`src/rtl/mips16_trace_capture.sv`:
```
// Trace capture for the mips_16 observation port: samples {pc, alu} each cycle,
// buffers the samples in a FIFO, streams them on valid/ready and stops on a PC self-loop.
module mips16_trace_capture #(
    parameter int DEPTH         = 16,
    parameter int HALT_CYCLES   = 4,
    parameter int FILTER_REPEAT = 1
) (
    input  logic                       clk,
    input  logic                       reset,
    input  logic [15:0]                pc_out,
    input  logic [15:0]                alu_result,
    input  logic                       cap_en,
    input  logic                       clear,
    output logic [31:0]                trace_data,
    output logic                       trace_valid,
    input  logic                       trace_ready,
    output logic                       halted,
    output logic                       overflow,
    output logic [7:0]                 drop_count,
    output logic [$clog2(DEPTH):0]     level
);

    // state     | meaning
    // S_IDLE    | not sampling; FIFO still drains
    // S_CAPTURE | sampling while cap_en=1, watching for a frozen PC
    // S_HALTED  | PC self-loop seen; waits for clear
    typedef enum logic [1:0] {S_IDLE, S_CAPTURE, S_HALTED} state_t;

    localparam int AW = $clog2(DEPTH);
    localparam int LW = AW + 1;
    localparam int CW = $clog2(HALT_CYCLES) + 1;
    localparam logic [LW-1:0] FULL_LVL  = LW'(DEPTH);
    localparam logic [CW-1:0] HALT_LAST = CW'(HALT_CYCLES - 2);

    state_t          state_q, state_d;
    logic [AW-1:0]   wr_ptr_q, rd_ptr_q;
    logic [LW-1:0]   level_q, level_d;
    logic [31:0]     mem_q [DEPTH];
    logic [15:0]     prev_pc_q;
    logic            sampled_q;
    logic [CW-1:0]   same_cnt_q, same_cnt_d;
    logic            overflow_q, overflow_d;
    logic [7:0]      drop_q, drop_d;

    logic sample, is_repeat, push_cand, pop, full, push, drop, halt_hit;

    // A repeat needs an uninterrupted sampling history; the first sample after IDLE never is one.
    assign sample    = (state_q == S_CAPTURE) && cap_en;
    assign is_repeat = sample && sampled_q && (pc_out == prev_pc_q);
    assign push_cand = sample && (!is_repeat || (FILTER_REPEAT == 0));
    assign pop       = (level_q != '0) && trace_ready;
    assign full      = (level_q == FULL_LVL);
    assign push      = push_cand && (!full || pop);
    assign drop      = push_cand && full && !pop;
    assign halt_hit  = is_repeat && !clear && (same_cnt_q == HALT_LAST);

    always_comb begin
        state_d    = state_q;
        same_cnt_d = '0;
        overflow_d = overflow_q;
        drop_d     = drop_q;
        level_d    = level_q;

        case (state_q)
            S_IDLE:    if (cap_en && !clear) state_d = S_CAPTURE;
            S_CAPTURE: begin
                if (!clear) begin
                    if (!cap_en)       state_d = S_IDLE;
                    else if (halt_hit) state_d = S_HALTED;
                end
            end
            S_HALTED:  if (clear) state_d = S_IDLE;
            default:   state_d = S_IDLE;
        endcase

        if (!clear && is_repeat) same_cnt_d = same_cnt_q + CW'(1);

        if (clear) begin
            overflow_d = 1'b0;
            drop_d     = '0;
        end else if (drop) begin
            overflow_d = 1'b1;
            if (drop_q != 8'hFF) drop_d = drop_q + 8'd1;
        end

        case ({push, pop})
            2'b10:   level_d = level_q + LW'(1);
            2'b01:   level_d = level_q - LW'(1);
            default: level_d = level_q;
        endcase
    end

    always_ff @(posedge clk or negedge reset) begin
        if (!reset) begin
            state_q    <= S_IDLE;
            wr_ptr_q   <= '0;
            rd_ptr_q   <= '0;
            level_q    <= '0;
            prev_pc_q  <= '0;
            sampled_q  <= 1'b0;
            same_cnt_q <= '0;
            overflow_q <= 1'b0;
            drop_q     <= '0;
        end else begin
            state_q    <= state_d;
            level_q    <= level_d;
            same_cnt_q <= same_cnt_d;
            overflow_q <= overflow_d;
            drop_q     <= drop_d;
            sampled_q  <= sample;
            if (sample) prev_pc_q <= pc_out;
            if (push)   wr_ptr_q  <= wr_ptr_q + AW'(1);
            if (pop)    rd_ptr_q  <= rd_ptr_q + AW'(1);
        end
    end

    always_ff @(posedge clk) begin
        if (push) mem_q[wr_ptr_q] <= {pc_out, alu_result};
    end

    assign trace_valid = (level_q != '0);
    assign trace_data  = trace_valid ? mem_q[rd_ptr_q] : 32'h0;
    assign halted      = (state_q == S_HALTED);
    assign overflow    = overflow_q;
    assign drop_count  = drop_q;
    assign level       = level_q;

endmodule

```
`config.mk`:
```
export PLATFORM = sky130hd
export DESIGN_NAME = mips16_trace_capture
export DESIGN_NICKNAME = d
export VERILOG_FILES = /design/src/rtl/mips16_trace_capture.sv
export SDC_FILE = /design/constraint.sdc
export NUM_CORES = 1
export LEC_CHECK = 0
export ABC_AREA = 1
export CAP_MARGIN = 20
export CORE_UTILIZATION = 40
export CTS_CLUSTER_DIAMETER = 150
export DETAILED_ROUTE_END_ITERATION = 10
export GPL_ROUTABILITY_DRIVEN = 0
export GPL_TIMING_DRIVEN = 1
export SLEW_MARGIN = 40
export SYNTH_ARGS = -nofsm -noshare
export SYNTH_HDL_FRONTEND = slang
export SYNTH_SLANG_ARGS = --single-unit
```
`constraint.sdc`:
```
create_clock -name clk -period 5.3 [get_ports clk]
set_clock_uncertainty 0.1 [all_clocks]
set_input_delay 0.795 -clock clk [delete_from_list [all_inputs] [get_ports clk]]
set_output_delay 0.795 -clock clk [all_outputs]
set_load 0.03 [all_outputs]
```
==> summary.txt <==
Placed instance count: 2,504
Ys Warns: 0
Lkg Pwr: 8.65 nW
Clock root cell: clkbuf_16
Area taken by multi-input logic gates: 5350 sq um
Syn Inst Count: 1,743
Critical Path Start Type: flop
Post-CTS Hold Buffers: 0
DRC violations left: 0
Global-route wire length before repair: 87,200 um
Data required time at the worst endpoint: 4.41 ns
Iter 0 DRT Violations: 1,289
Port Buf Inserts: 84
Pre-antenna DRT Iters: 5
Largest net degree at the start of global routing: 176
Maximum buffer depth of the clock tree: 3
Setup TNS: 0 ns
Initial antenna violation count: 2
Unrepaired setup endpoints after global routing: no
H-tree levels: 2
Dominant synthesized flop cell: edfxtp_1
Layout Nets: 1,863
Remaining antenna violation count after routing: 0
Period utilization: 87.6%
Slew at the pin closest to its max-slew limit: 0.834 ns
Async set-reset flop share out of synthesis: 7.91%
Starting density of the core: 40.6%
Yosys reg bits: 556
Vias/cell: 5.52
Outcome: complete, no violations
DP Wirelength: 31,500 um
R2R cell count: 8
Critical path origin: rd_ptr_q[0]
Non-Filler Instances: 2,611
R2R setup slack: 1.99 ns
Worst-path cell chain: inv_6, buf_12, o21ai_0, o221ai_1, nand3_1, a21oi_1, clkdlybuf4s50_1
Final count of negative-setup-slack endpoints: 0
Final min period: 4.64 ns
WS Path Type: flop to output port
PD cells: 547 nW/um^2
Post-synthesis xor/xnor area fraction: 0.664%
Reg2reg end: mem_q[7][5]
Compound-Gate Fraction of Synth Area: 12.5%
Max-slew headroom: 44.4%
Die area: 57,000 sq um
CP Capture Point: trace_data[29]
Core Box Area: 55,200 sq um
Synth area leader: edfxtp_1
Via count: 14.4k
Post-synth EDFFs: 512
Wire per inst: 21.9 um
Routed WL: 57,200 um
CP endpoint kind: output port
Slowest stage cell, crit path: clkdlybuf4s50_1
Unique masters post-synth: 39
Clock sink count: 556
Die H: 239 um
Synth area leaders: edfxtp_1, o21ai_0, nor2_1, dfrtp_1, o221ai_1
Inserted Clock Buffers: 56
Synthesized area: 22,400 sq um
Design area: 26,100 sq um
Pins Over Slew Limit: 0
Crit-path max FO: 90
Vias in the first global route: 14.3k
CTS tree: done
Tightest Hold Check Type: input pin to async pin
Dominant cell by count in the synthesized netlist: edfxtp_1
Post-CTS resize count: 0
Reg-to-Reg Start: state_q[1]
Avg Inst Size Synth: 12.9 sq um
Die Wd: 239 um
Rows: 86
Max Cap Viol: 0
Hold Vio Cnt, Final: 0
Worst EP arrival: 3.75 ns
Largest family of logic cells by synthesized area: compound AO/OA/AOI/OAI gates
Clock-pin slew on the worst setup and hold paths: 0.06 ns
Post-synth top area share: 68.6%
GRT Total Usage: 20.3%
Largest stage delay, worst path: 0.75 ns
Worst-case hold slack: 0.0736 ns
Area Overhead vs Synth: 16.5%
Placed cell area: 24,300 sq um
Layout cell share with drive strength beyond 1: 9.40%
Post-CTS Setup Bufs: 0
Fmax achieved: 216 MHz
Synthesized Nets: 1,792
Top Ports: 85
GR Overflow Total: 0
Register area: 16,500 sq um
Commonest cells post-synth: edfxtp_1, nor2_1, o21ai_0, nand2_1, o221ai_1
Mux share of post-synthesis cell area: 0%
Simple-gate share of the synthesized area: 9.50%
Adder-Cell Fraction of Synth Area: 0.704%
Fill cell count: 4,823
Clk_lat worst skew: 0.62 ns
Register area share after synthesis: 73.5%
IR drop worst, VDD: 0.423 mV
==> worst min-delay path by stage <==
stage,from,depth (start not counted),end
after global placement,same_cnt_q[0],1,same_cnt_q[0]
after floorplan,same_cnt_q[0],1,same_cnt_q[0]
after detailed placement,same_cnt_q[0],1,same_cnt_q[0]
after global routing,reset,1,drop_count[5]
after CTS,reset,1,drop_count[5]
final,reset,1,drop_count[4]
==> cells by family (layout without fill, tap and decap cells) <==
| kind of cell | after synthesis | after routing |
|---|---|---|
| buffers and inverters | 168 | 287 |
| flip-flops | 556 | 556 |
| adder cells (fa/ha/maj) | 12 | 12 |
| AND/OR/NAND/NOR | 522 | 522 |
| AO/OA/AOI/OAI | 468 | 468 |
| XOR/XNOR | 17 | 17 |
| other | 0 | 1 |
==> sequential cells by signal, indices dropped and copies added, names as in the netlist, 2 cells and up <==
name        cells
prev_pc_q      16
wr_ptr_q        4
state_q         2
same_cnt_q      3
drop_count      8
level           5
mem_q         512
rd_ptr_q        4
==> critical path, delay by kind of cell, from the launching register on <==
kind	cells	cell delay, ns
buffers and inverters	3	1.62
AOI/OAI and AO/OA	3	0.68
DFF	1	0.57
and+or+nand+nor	1	0.20
==> power by group <==
part,switching (mW),internal [mW]
Sequential,0.189,5.06
Clock,1.67,2.20
Combinational,3.51,1.63
Total,5.37,8.90
==> placed cells by master, fill, tap and decap left out, types with 2 or more instances in the layout <==
master / Yosys / final
nand3_1: 61 / 61
edfxtp_1: 512 / 512
nor2_1: 331 / 315
dfrtp_1: 44 / 41
xnor2_1: 3 / 3
buf_12: 0 / 13
buf_4: 4 / 28
inv_6: 0 / 2
inv_1: 53 / 49
clkinv_2: 0 / 13
nor4_1: 2 / 2
clkinv_1: 1 / 8
o22ai_1: 31 / 31
dfrtp_4: 0 / 2
bufinv_16: 0 / 3
clkbuf_8: 0 / 5
nand2_1: 100 / 100
clkinv_4: 0 / 2
nand2_2: 5 / 5
nand4_1: 10 / 10
o21ai_2: 9 / 9
a21oi_1: 33 / 33
or2_2: 5 / 5
ha_1: 11 / 11
o21ai_1: 5 / 5
o21ai_0: 288 / 288
clkdlybuf4s50_1: 0 / 83
xor2_1: 14 / 14
o221ai_1: 98 / 98
nor2_4: 1 / 17
clkbuf_16: 0 / 57
clkbuf_1: 63 / 15
nand3_2: 2 / 2
inv_2: 2 / 4
==> area by class of cell <==
class                      count  area share, %
antenna                        1        0.00958
clock buffer                  77           5.94
clock inverter                29           1.00
inverter                      56          0.834
multi-input combinational   1019           20.5
sequential                   556           63.1
tap                          748           3.58
timing repair buffer         125           5.03
==> layer usage <==
metal	part of all wire (%)	vias up	GRT usage, %
li1	-	6595	-
met1	45	7282	28.1
met2	48	429	33.0
met3	5.4	96	3.27
met4	2.1	0	5.50
met5	0	-	0
==> metrics by stage <==
step	utilization, %	power, mW	setup WS [ns]
2_1_floorplan	-	8.53	1.77
3_3_place_gp	44.0	10.4	1.11
3_5_place_dp	44.0	10.5	1.08
4_1_cts	47.3	14.4	0.459
5_1_grt	47.3	15.0	0.479
6_report	47.3	14.3	0.660
Power figures use the tool's default switching activity.
